### config.mk
export PLATFORM = sky130hd
export DESIGN_NAME = alarm_controller
export DESIGN_NICKNAME = d
export VERILOG_FILES = /design/src/rtl/alarm_controller.sv
export SDC_FILE = /design/constraint.sdc
export NUM_CORES = 1
export LEC_CHECK = 0
export ABC_AREA = 1
export CORE_MARGIN = 1
export CORE_UTILIZATION = 35
export DETAILED_ROUTE_END_ITERATION = 8
export HOLD_SLACK_MARGIN = 0.15
export PLACE_DENSITY = 0.52
export SETUP_SLACK_MARGIN = 0.5
export SLEW_MARGIN = 40
export SYNTH_ARGS = -nofsm -noshare
export SYNTH_HDL_FRONTEND = slang
export SYNTH_SLANG_ARGS = --single-unit
### constraint.sdc
create_clock -name clk_i -period 1.74 [get_ports clk_i]
set_input_delay 0.261 -clock clk_i [delete_from_list [all_inputs] [get_ports clk_i]]
set_output_delay 0.261 -clock clk_i [all_outputs]
set_load 0.02 [all_outputs]
### src/rtl/alarm_controller.sv
// -----------------------------------------------------------------------------
// alarm_controller
//
// Clocked intruder-alarm controller. It takes ZONES sensor inputs
// (1 = closed/secure, 0 = open), arm/disarm requests and a panic level. It runs
// timed exit and entry delays and a timed siren. Zones that are still open when
// the siren times out are auto-bypassed until they first read closed again. A
// latched cause register records every zone that caused or joined an alarm.
//
// Optional build macro: ALARM_SYNC_EN
//   When defined, zone_i and panic_i each pass through a 2-flop synchroniser.
//   The zone synchroniser resets to all-closed and the panic synchroniser to 0.
//   This adds 2 cycles to every zone/panic response. arm_i and disarm_i are
//   used directly.
//
// Ports:
//   clk_i          system clock, rising edge
//   rst_ni         asynchronous active-low reset
//   panic_i        level; forces alarm from any state
//   arm_i          single-cycle arm request
//   disarm_i       single-cycle disarm request
//   zone_i         sensor states, 1 = closed
//   entry_mask_i   1 = delayed (entry) zone, 0 = instant zone; static
//   alarm_o        siren drive
//   armed_o        high in ARMED or ENTRY_DLY
//   arm_fault_o    one-cycle pulse: arm request rejected (zone open)
//   state_o        current state code (0..4)
//   alarm_zone_o   latched zones that caused or joined the alarm
// -----------------------------------------------------------------------------
module alarm_controller #(
    parameter int ZONES       = 4,
    parameter int CNT_W       = 8,
    parameter int EXIT_DELAY  = 16,
    parameter int ENTRY_DELAY = 8,
    parameter int SIREN_TIME  = 32
) (
    input  logic             clk_i,
    input  logic             rst_ni,
    input  logic             panic_i,
    input  logic             arm_i,
    input  logic             disarm_i,
    input  logic [ZONES-1:0] zone_i,
    input  logic [ZONES-1:0] entry_mask_i,
    output logic             alarm_o,
    output logic             armed_o,
    output logic             arm_fault_o,
    output logic [2:0]       state_o,
    output logic [ZONES-1:0] alarm_zone_o
);

    typedef enum logic [2:0] {
        S_DISARMED  = 3'd0,
        S_EXIT_DLY  = 3'd1,
        S_ARMED     = 3'd2,
        S_ENTRY_DLY = 3'd3,
        S_ALARM     = 3'd4
    } state_t;

    // The counter counts down to 0 inclusive, so it is loaded with delay-1.
    localparam logic [CNT_W-1:0] EXIT_LOAD  = CNT_W'(EXIT_DELAY - 1);
    localparam logic [CNT_W-1:0] ENTRY_LOAD = CNT_W'(ENTRY_DELAY - 1);
    localparam logic [CNT_W-1:0] SIREN_LOAD = CNT_W'(SIREN_TIME - 1);

    state_t           state_q;
    logic [CNT_W-1:0] cnt_q;
    logic [ZONES-1:0] bypass_q;
    logic [ZONES-1:0] alarm_zone_q;
    logic             alarm_q;
    logic             armed_q;
    logic             arm_fault_q;

    logic [ZONES-1:0] zone_s;
    logic             panic_s;

`ifdef ALARM_SYNC_EN
    logic [ZONES-1:0] zone_meta_q, zone_sync_q;
    logic             panic_meta_q, panic_sync_q;

    // Reset to "all closed, no panic" so that leaving reset does not look
    // like a zone opening.
    always_ff @(posedge clk_i or negedge rst_ni) begin
        if (!rst_ni) begin
            zone_meta_q  <= '1;
            zone_sync_q  <= '1;
            panic_meta_q <= 1'b0;
            panic_sync_q <= 1'b0;
        end else begin
            zone_meta_q  <= zone_i;
            zone_sync_q  <= zone_meta_q;
            panic_meta_q <= panic_i;
            panic_sync_q <= panic_meta_q;
        end
    end

    assign zone_s  = zone_sync_q;
    assign panic_s = panic_sync_q;
`else
    assign zone_s  = zone_i;
    assign panic_s = panic_i;
`endif

    // Zone classification. Bypassed zones never count as open.
    logic [ZONES-1:0] open_w, inst_w, dly_w;
    assign open_w = ~zone_s & ~bypass_q;
    assign inst_w = open_w & ~entry_mask_i;
    assign dly_w  = open_w & entry_mask_i;

    // Default next values. A bypass bit drops as soon as its zone reads
    // closed. The cause register accumulates whatever is open while the
    // controller enters or stays in alarm.
    logic [ZONES-1:0] bypass_d, alarm_zone_d;
    assign bypass_d     = bypass_q & ~zone_s;
    assign alarm_zone_d = alarm_zone_q | open_w;

    always_ff @(posedge clk_i or negedge rst_ni) begin
        if (!rst_ni) begin
            state_q      <= S_DISARMED;
            cnt_q        <= '0;
            bypass_q     <= '0;
            alarm_zone_q <= '0;
            alarm_q      <= 1'b0;
            armed_q      <= 1'b0;
            arm_fault_q  <= 1'b0;
        end else begin
            arm_fault_q <= 1'b0;
            bypass_q    <= bypass_d;

            if (panic_s) begin
                // Panic holds the siren on: the counter reloads every cycle
                // while the level is high.
                state_q      <= S_ALARM;
                cnt_q        <= SIREN_LOAD;
                alarm_q      <= 1'b1;
                armed_q      <= 1'b0;
                alarm_zone_q <= alarm_zone_d;
            end else if (disarm_i) begin
                state_q      <= S_DISARMED;
                cnt_q        <= '0;
                bypass_q     <= '0;
                alarm_zone_q <= '0;
                alarm_q      <= 1'b0;
                armed_q      <= 1'b0;
            end else begin
                case (state_q)
                    S_DISARMED: begin
                        if (arm_i) begin
                            if (&zone_s) begin
                                state_q <= S_EXIT_DLY;
                                cnt_q   <= EXIT_LOAD;
                            end else begin
                                arm_fault_q <= 1'b1;
                            end
                        end
                    end
                    S_EXIT_DLY: begin
                        if (cnt_q == '0) begin
                            state_q <= S_ARMED;
                            armed_q <= 1'b1;
                        end else begin
                            cnt_q <= cnt_q - 1'b1;
                        end
                    end
                    S_ARMED: begin
                        if (|inst_w) begin
                            state_q      <= S_ALARM;
                            cnt_q        <= SIREN_LOAD;
                            alarm_q      <= 1'b1;
                            armed_q      <= 1'b0;
                            alarm_zone_q <= alarm_zone_d;
                        end else if (|dly_w) begin
                            state_q <= S_ENTRY_DLY;
                            cnt_q   <= ENTRY_LOAD;
                        end
                    end
                    S_ENTRY_DLY: begin
                        // The delay is not aborted by the zone re-closing;
                        // only disarm (handled above) stops it.
                        if ((|inst_w) || (cnt_q == '0)) begin
                            state_q      <= S_ALARM;
                            cnt_q        <= SIREN_LOAD;
                            alarm_q      <= 1'b1;
                            armed_q      <= 1'b0;
                            alarm_zone_q <= alarm_zone_d;
                        end else begin
                            cnt_q <= cnt_q - 1'b1;
                        end
                    end
                    S_ALARM: begin
                        alarm_zone_q <= alarm_zone_d;
                        if (cnt_q == '0) begin
                            // Re-arm and bypass whatever is still open, so a
                            // door left open does not re-trigger immediately.
                            state_q  <= S_ARMED;
                            alarm_q  <= 1'b0;
                            armed_q  <= 1'b1;
                            bypass_q <= ~zone_s;
                        end else begin
                            cnt_q <= cnt_q - 1'b1;
                        end
                    end
                    default: begin
                        state_q <= S_DISARMED;
                        alarm_q <= 1'b0;
                        armed_q <= 1'b0;
                    end
                endcase
            end
        end
    end

    assign state_o      = state_q;
    assign alarm_o      = alarm_q;
    assign armed_o      = armed_q;
    assign arm_fault_o  = arm_fault_q;
    assign alarm_zone_o = alarm_zone_q;

endmodule

* Word level (Yosys, flattened, before mapping) *
Index checks and enable logic that the tools add are counted.

storage, ports and cells
  logic and storage cells = 89
  flip-flop bits (word level) = 22
  input bits = 13

cells by class
  equal/unequal tests = 14
  bitwise operators = 8
  $add $sub $neg = 1
  multiplexer cells = 44
  reduce and logical (&&, ||, !) cells = 15

operators by type and width
  operator                                                                  count
  8-bit 2-to-1 mux                                                          8
  4-bit 2-to-1 mux                                                          8
  8-bit one-hot mux with 4 select lines                                     1
  3-bit 2-to-1 mux                                                          8
  4-bit inequality test (second input constant)                             6
  4-bit AND                                                                 4
  1-bit 2-to-1 mux                                                          15
  4-bit NOT                                                                 3
  3-bit one-hot mux with 4 select lines                                     1
  4-bit one-hot mux with 3 select lines                                     1
  4-bit AND reduction                                                       3
  5-bit AND reduction                                                       2
  8-bit zero test                                                           1
  1-bit one-hot mux with 4 select lines                                     2
  4-bit OR reduction                                                        2
  8-bit by 1-bit subtractor with 8-bit output (second input constant)       1
  3-bit by 2-bit == test with 1-bit output (second input constant)          2
  6-bit nonzero test                                                        1
  5-bit inequality test (second input constant)                             1
  5-bit nonzero test                                                        1
  4-bit by 1-bit inequality test with 1-bit output (second input constant)  1
  4-bit OR                                                                  1
  2-bit OR reduction                                                        2
  3-bit by 1-bit == test with 1-bit output (second input constant)          1
  6 further kinds                                                           6

* Logic depth before layout (Yosys ltp) *
Gate-level depths: netlist (run 1).

  depth in word-level cells = 9
  depth in mapped cells = 12

* Worst setup path before layout (run 1) *
No wires, ideal clock.

  path type = register -> register
  start = register cnt_q[0]
  end = register alarm_zone_q[0] (netlist: alarm_zone_o[0])
  arrival time = 1.383 ns
  clock period less this slack = 1.522 ns
  slack = 0.218 ns
  cell stages (with the launch flop) = 10
  cell sequence = dfrtp_1 -> inv_1 -> ha_1 -> nand2_1 -> nor2_8 -> inv_2 -> nand4_4 -> nand2_2 -> o21ai_0 -> o31ai_1

between the ends
  cells in the longest elaborated chain, start to end = 4

ends and longest elaborated chain
  what                                    line  source
  start, declared                         65    logic [CNT_W-1:0] cnt_q;
  start signal, assigned                  160   cnt_q <= cnt_q - 1'b1;
  start signal, assigned                  185   cnt_q <= cnt_q - 1'b1;
  start signal, assigned                  198   cnt_q <= cnt_q - 1'b1;
  8-bit zero test                         178   if ((|inst_w) || (cnt_q == '0)) begin
  1-bit logical OR                        178
  4-bit inequality test (no source line)  -
  3-bit AND reduction (no source line)    -
  end signal, assigned                    169   alarm_zone_q <= alarm_zone_d;
  end signal, assigned                    183   alarm_zone_q <= alarm_zone_d;
  end signal, assigned                    189   alarm_zone_q <= alarm_zone_d;
  end, declared                           67    logic [ZONES-1:0] alarm_zone_q;

Every way passes these cells.
A chain may end at the register's enable or synchronous reset.

* Worst setup path in the final report (run 1) *
  start = register cnt_q[5]
  end = register state_q[2] (netlist: state_o[2])

between the ends
  cells in the longest elaborated chain, start to end = 4
  elaborated cells between the ends (all ways) = 5
  classes of those cells = eq/ne: 2; reduce/logical: 3

ends and longest elaborated chain
  what                                    line           source
  8-bit zero test *                       156, 178, 190
  1-bit logical OR                        178
  4-bit inequality test (no source line)  -
  5-bit AND reduction (no source line) *  -
  end signal, assigned                    157            state_q <= S_ARMED;
  end signal, assigned                    179            state_q <= S_ALARM;
  end signal, assigned                    193            state_q <= S_ARMED;
  end, declared                           64             state_t state_q;

Every way passes the cells marked *; elsewhere a longest branch is shown, timed or not.

==> results of run 1 <==
## path summary, 6_finish.rpt
kind | start | end | slack (ns) | cells after the start
worst max-delay path | cnt_q[5]$_DFFE_PN0P_ | state_o[2]$_DFFE_PN0P_ | 0.24 | 9
worst min-delay path | rst_ni | cnt_q[1]$_DFFE_PN0P_ | 0.34 | 2
worst max register to register | cnt_q[5]$_DFFE_PN0P_ | state_o[2]$_DFFE_PN0P_ | 0.24 | 9
worst min register to register | cnt_q[0]$_DFFE_PN0P_ | cnt_q[0]$_DFFE_PN0P_ | 0.53 | 2
max in group asynchronous | rst_ni | state_o[2]$_DFFE_PN0P_ | 1.13 | 2
min in group clk_i | zone_i[3] | bypass_q[3]$_DFF_PN0_ | 0.35 | 2
## cells by family (layout without fill, tap and decap cells)
family          Yosys count  in the layout  share of synthesized area (%)
simple gates            129            130                           41.4
fa+ha+maj                 2              2                           1.62
buf+inv                  32             80                           7.79
flops                    22             22                           35.7
xor+xnor                  3              3                           1.70
compound gates           31             31                           11.8
## power groups by stage
stage | registers (mW) | logic (mW) | clock network, mW
2_1_floorplan | 0.728 | 0.422 | 0
3_3_place_gp | 0.683 | 0.736 | 0
3_5_place_dp | 0.684 | 0.739 | 0
4_1_cts | 0.675 | 0.754 | 0.366
6_report | 0.684 | 0.846 | 0.343
5_1_grt | 0.695 | 0.940 | 0.379
## state kept, by name, indices dropped and copies added (netlist names)
register,flops
alarm_o,1
state_o,3
armed_o,1
bypass_q,4
cnt_q,8
alarm_zone_o,4
arm_fault_o,1
## metal layers
layer | up-vias | wire length [µm] | global-route usage [%]
met5 | - | 0 | 0
met4 | 0 | 55 | 3.65
met3 | 6 | 118 | 4.50
met2 | 28 | 2170 | 36.4
met1 | 740 | 2040 | 25.3
li1 | 810 | - | -
## worst register-to-register path, cell delays in order, from the launching register on
cell and delay (ns):
dfrtp_1 0.45, nor2_2 0.16, nand2_4 0.10, nor2_8 0.16, inv_4 0.06, nand4_4 0.11, nand2_4 0.08, nor2_4 0.16
nand2_2 0.09, o21ai_2 0.06
## final cells by class
cell class,count,share of cell area (%)
multi-input combinational,166,47.2
sequential,22,25.2
timing repair buffer,46,17.5
inverter,30,5.22
tap,50,2.84
clock buffer,4,2.04
## placed cells by master, fill, tap and decap left out, types with 3 or more instances in the layout
master and instances:
clkbuf_2 3, buf_2 3, a31oi_1 4, dlygate4sd2_1 4, nor2_4 9, inv_1 22
nand4_1 5, o22ai_1 4, inv_2 7, o31ai_1 4, o21ai_1 7, nor2_1 13
dfrtp_1 18, nand2_4 7, nand3_1 9, nor3_1 4, nand2_1 55, buf_4 22
dfrtp_2 4, nor2_2 8, clkbuf_8 3, o21ai_2 3, dlymetal6s2s_1 4, nand2_2 15
o21ai_0 3, clkdlybuf4s50_1 4
## repair_timing
action / CTS / global route
buffers inserted: 3 / 9
pin swaps: 13 / 17
resized for setup: 41 / 36
setup endpoints to repair: 31 / 29
gates cloned: 0 / 1
## metrics by stage
step	setup TNS, ns	hold WS (ns)	std cells	worst slack (ns)	total power, mW
6_report	0	0.339	318	0.237	1.87
5_1_grt	0	0.347	318	0.102	2.01
4_1_cts	0	0.339	308	0.193	1.79
3_5_place_dp	-1.77	0.510	301	-0.199	1.42
3_3_place_gp	-1.74	0.511	301	-0.208	1.42
2_1_floorplan	0	-0.0346	219	0.369	1.15
==> impl_metrics.tcl, run 1 <==
set metrics [dict create \
    drt_iter0_markers 50 \
    sequential_cell_area_um2 556 \
    dr_total_vias 1584 \
    clock_skew_ns 0.00275 \
    cts-htree-levels 1 \
    placementRows 23 \
    numPortBuffers 22 \
    final_max_slew_viol_count 0 \
    yosys_register_bits 22 \
    critical_path_class "reg2reg" \
    n_fill_cell 413 \
    global_route.overflow_total 0 \
    switching_share_pct 41.3 \
    worst_ep_arrival_time_ns 1.70 \
    hold_crit_path_type "in2async" \
    cellInternalPower_mw 1.10 \
    grt_max_degree 23 \
    fraction_of_final_layout_cells_with_drive_strength_greater_than_1_pct 36.9 \
    pwr-share-comb_pct 45.2 \
    worst_path_max_delay_cell "dfrtp_1" \
    top_level_ports 23 \
    crit_required_ns 1.93 \
    antenna_found_initial 0 \
    post_synth_main_area_contributors "dfrtp_1 (36%), nand2_1 (16%), inv_1 (6.6%), nor2_1 (5.1%), nand2_2 (3.2%)" \
    grt.total_usage_pct 20.5 \
    leak_pwr_nw 1.16 \
    synth_common_cells "nand2_1 (67), inv_1 (27), dfrtp_1 (22)" \
    dpl.hpwl_um 3260 \
    post-route-period-util_pct 86.4 \
    status "finished, final reports clean" \
    cts_num_sinks 22 \
    syn-cell-area_mm2 0.00154 \
    ir_worst_vdd_v 0.000566 \
    area_used_by_multi_input_combinational_logic_mm2 0.00104 \
    startpoint_type "flop" \
    crit_buf_inv 1 \
    post_drt_wl_per_cell_um 13.8 \
    postLayoutCellArea_mm2 0.00221 \
    finalSetupViolations 0 \
    cts_tree "built" \
    cpPeakStageDelay_ns 0.45 \
    syn_inst 219 \
    first_pass_grt_wire_length_um 7010 \
    gp_congestion 0.843 \
    fmaxAchievable_mhz 665 \
    drtPass1Iterations 4 \
    antenna-diode-count 0 \
    core_area_mm2 0.00412 \
    cts-buffers-inserted 3 \
    clock_power_share_pct 18.3 \
    finish.utilization_pct 53.6 \
    synth_top_cell_area_share_pct 35.7 \
    synth_nets 234 \
    synth_enable_flop_cells 0 \
    cts-root-to-sink-buffers 2 \
    cts_hold_buf 0 \
    insertion_delay_ns 0.26 \
    asyncSetResetFlopFracSynth_pct 100 \
    grt_setup_unrepaired "yes" \
    die-area_mm2 0.00467 \
    max_cap_viol_count 0 \
    overall_die_width_um 68.4 \
    dpl-instance-area_mm2 0.00197 \
    worstMarginPinSlew_ns 0.364 \
    timing.critical_path.fanout_max 6 \
    die_height_um 68.4 \
    first_global_vias 1498 \
    initial_core_util_pct 37.5 \
    final_ant_viol_nets 0 \
    seq_area_frac_synth_pct 35.7 \
    timing.final.hold_violations 0 \
    powerDensity_mw_per_mm2 849 \
    syn_to_final_growth_pct 43.1 \
    seq_power_share_pct 36.5 \
    worstSetupEndpointType "flop" \
    avgViaCountPerCell 4.98 \
    synthFlopType "dfrtp_1" \
    period_needed_ns 1.50 \
    slew_headroom_pct 75.7 \
    crit_chain "nor2_2 > nand2_4 > nor2_8 > inv_4 > nand4_4 > nand2_4 > nor2_4 > nand2_2 > o21ai_2" \
    fin_nets 284 \
    crit_path_frequent_cell "nand2_4" \
    cell_taking_the_most_area_after_synthesis "dfrtp_1" \
    p_sw_uw 773 \
    wl_um 4380 \
    cpLargestDelayFamily "simple AND/OR/NAND/NOR gates" \
    cts.reportedPaths.clkPinSlew_ns 0.09 \
    ys_types 29 \
    drc 0 \
    synthesized_area_per_cell_um2 7.04 \
    synth.yosys.warnings 0 \
    root_buffer "clkbuf_8" \
    synthMostInstantiatedCell "nand2_1" \
]
Power figures use the tool's default switching activity.
==> inputs of run 2 (changes only) <==
--- a/config.mk
+++ b/config.mk
@@ -7,10 +7,11 @@
 export LEC_CHECK = 0
 export ABC_AREA = 1
 export CORE_MARGIN = 1
-export CORE_UTILIZATION = 35
+export CORE_UTILIZATION = 54
 export DETAILED_ROUTE_END_ITERATION = 8
 export HOLD_SLACK_MARGIN = 0.15
-export PLACE_DENSITY = 0.52
+export PLACE_DENSITY = 0.76
+export REMOVE_ABC_BUFFERS = 1
 export SETUP_SLACK_MARGIN = 0.5
 export SLEW_MARGIN = 40
 export SYNTH_ARGS = -nofsm -noshare
==> impl_metrics.tcl, run 2 (synthesis results as in run 1) <==
set metrics [dict create \
    sequential_cell_area_um2 552 \
    cts-buffers-inserted 3 \
    finalSetupViolations 0 \
    cts_tree "built" \
    dpl.hpwl_um 3050 \
    hold_crit_path_type "in2async" \
    final_max_slew_viol_count 0 \
    cpPeakStageDelay_ns 0.44 \
    area_used_by_multi_input_combinational_logic_mm2 0.00108 \
    slew_headroom_pct 70.6 \
    status "finished, final reports clean" \
    largest_reg_flops 8 \
    die_height_um 55.4 \
    fin_nets 305 \
    worst_ep_arrival_time_ns 1.84 \
    clock_skew_ns 0.00907 \
    r2r_slack_ns 0.1 \
    core_area_mm2 0.00273 \
    grt_max_degree 23 \
    numPortBuffers 22 \
    dr_total_vias 1858 \
    worstMarginPinSlew_ns 0.441 \
    first_pass_grt_wire_length_um 8310 \
    cts.reportedPaths.clkPinSlew_ns 0.13 \
    cts_hold_buf 0 \
    most_frequent_standard_cell_in_the_layout_excluding_fill_and_tap_cells "nand2_1" \
    cts_num_sinks 22 \
    wl_um 5590 \
    crit_required_ns 1.94 \
    leak_pwr_nw 1.27 \
    crit_chain "inv_2 > nand3_1 > nand2_2 > buf_4 > o21ai_0 > a21oi_1 > nand2_1 > nand2_1 > o21ai_1" \
    worst_path_max_delay_cell "dfrtp_1" \
    post-route-period-util_pct 94.4 \
    max_cap_viol_count 0 \
    root_buffer "clkbuf_4" \
    grt.total_usage_pct 34.2 \
    antenna_found_initial 0 \
    regMostFlops "cnt_q" \
    layout.cells.most_common_list "nand2_1 (50), buf_4 (42), inv_1 (21), dfrtp_1 (21), nand2_2 (18)" \
    critical_path_class "reg2reg" \
    insertion_delay_ns 0.31 \
    global_route.overflow_total 0 \
    powerDensity_mw_per_mm2 855 \
    gp_congestion 0.874 \
    drc 0 \
    avgViaCountPerCell 5.82 \
    top_level_ports 23 \
    timing.final.hold_violations 0 \
    fmaxAchievable_mhz 609 \
    overall_die_width_um 55.4 \
    crit_path_frequent_cell "nand2_1" \
    initial_core_util_pct 56.4 \
    fraction_of_final_layout_cells_with_drive_strength_greater_than_1_pct 45.8 \
    antenna-diode-count 0 \
    placementRows 19 \
    syn_to_final_growth_pct 54.2 \
    design_power_total_mw 2.03 \
    period_needed_ns 1.64 \
    first_global_vias 1804 \
    startpoint_type "flop" \
    timing.critical_path.fanout_max 5 \
    cts-htree-levels 1 \
    ir_worst_vdd_v 0.000821 \
    drtPass1Iterations 5 \
    n_fill_cell 136 \
    die-area_mm2 0.00307 \
    cts-root-to-sink-buffers 2 \
    worstSetupEndpointType "flop" \
    finish.utilization_pct 87.0 \
    post_drt_wl_per_cell_um 17.5 \
    final_ant_viol_nets 0 \
    drt_iter0_markers 190 \
    grt_setup_unrepaired "yes" \
]
[run 2: cell type report]
cell class / count / share of cell area [%]
Clock buffer: 3 / 0.947
Sequential cell: 22 / 23.2
Inverter: 30 / 4.84
Multi-Input combinational cell: 165 / 45.6
Tap cell: 31 / 1.63
Timing Repair Buffer: 68 / 23.8
[run 2: per-layer routing]
| layer | wire, µm | vias up | share of wire [%] | GRT usage, % |
|---|---|---|---|---|
| met2 | 2700 | 111 | 48 | 57.0 |
| met3 | 437 | 26 | 7.8 | 4.45 |
| met5 | 0 | - | 0 | 0 |
| met1 | 2230 | 872 | 40 | 43.9 |
| met4 | 218 | 0 | 3.9 | 16.1 |
| li1 | - | 849 | - | - |
[run 2: worst max-delay path, delay by kind of cell (launching register included)]
family          cells  cell delay [ns]
flops               1             0.44
compound gates      3             0.40
simple gates        4             0.41
buf+inv             2             0.27
[run 2: power breakdown]
part	internal (mW)	leakage [nW]	switching, mW
sequential	0.591	0.276	0.0817
combinational	0.481	0.985	0.635
clock	0.0810	0.0138	0.161
[run 2: final timing paths]
check / to / startpoint / cells past startpoint
min in group clk_i: bypass_q[0]$_DFF_PN0_ / zone_i[0] / 2
worst max-delay path: cnt_q[3]$_DFFE_PN0P_ / state_o[0]$_DFFE_PN0P_ / 9
worst min register to register: alarm_o$_DFFE_PN0P_ / alarm_o$_DFFE_PN0P_ / 2
worst max register to register: cnt_q[3]$_DFFE_PN0P_ / state_o[0]$_DFFE_PN0P_ / 9
worst min-delay path: cnt_q[1]$_DFFE_PN0P_ / rst_ni / 2
max in group asynchronous: state_o[2]$_DFFE_PN0P_ / rst_ni / 2
[run 2: timing repair]
action,in CTS,in global routing
endpoints found under the hold margin,0,0
pin swaps,30,22
setup buffers,23,7
endpoints found under the setup margin,32,29
resized for setup,78,44
[run 2: metrics by stage]
stage	setup TNS, ns	instance area [µm²]	instances	hold slack (ns)	worst slack [ns]
finish	0	2380	319	0.276	0.0975
global route	0	2380	319	0.301	0.0902
CTS	0	2240	312	0.285	0.247
detailed placement	-1.30	1930	286	0.519	-0.111
global placement	-0.704	1930	286	0.508	-0.0619
floorplan	0	1530	217	-0.0346	0.218
==> inputs of run 3 (changes only) <==
--- a/config.mk
+++ b/config.mk
@@ -8,6 +8,7 @@
 export ABC_AREA = 1
 export CORE_MARGIN = 1
 export CORE_UTILIZATION = 54
+export CTS_CLUSTER_SIZE = 14
 export DETAILED_ROUTE_END_ITERATION = 8
 export HOLD_SLACK_MARGIN = 0.15
 export PLACE_DENSITY = 0.76
==> results of run 3 <==
The final DEF is identical to that of run 2; final timing and power are the same.
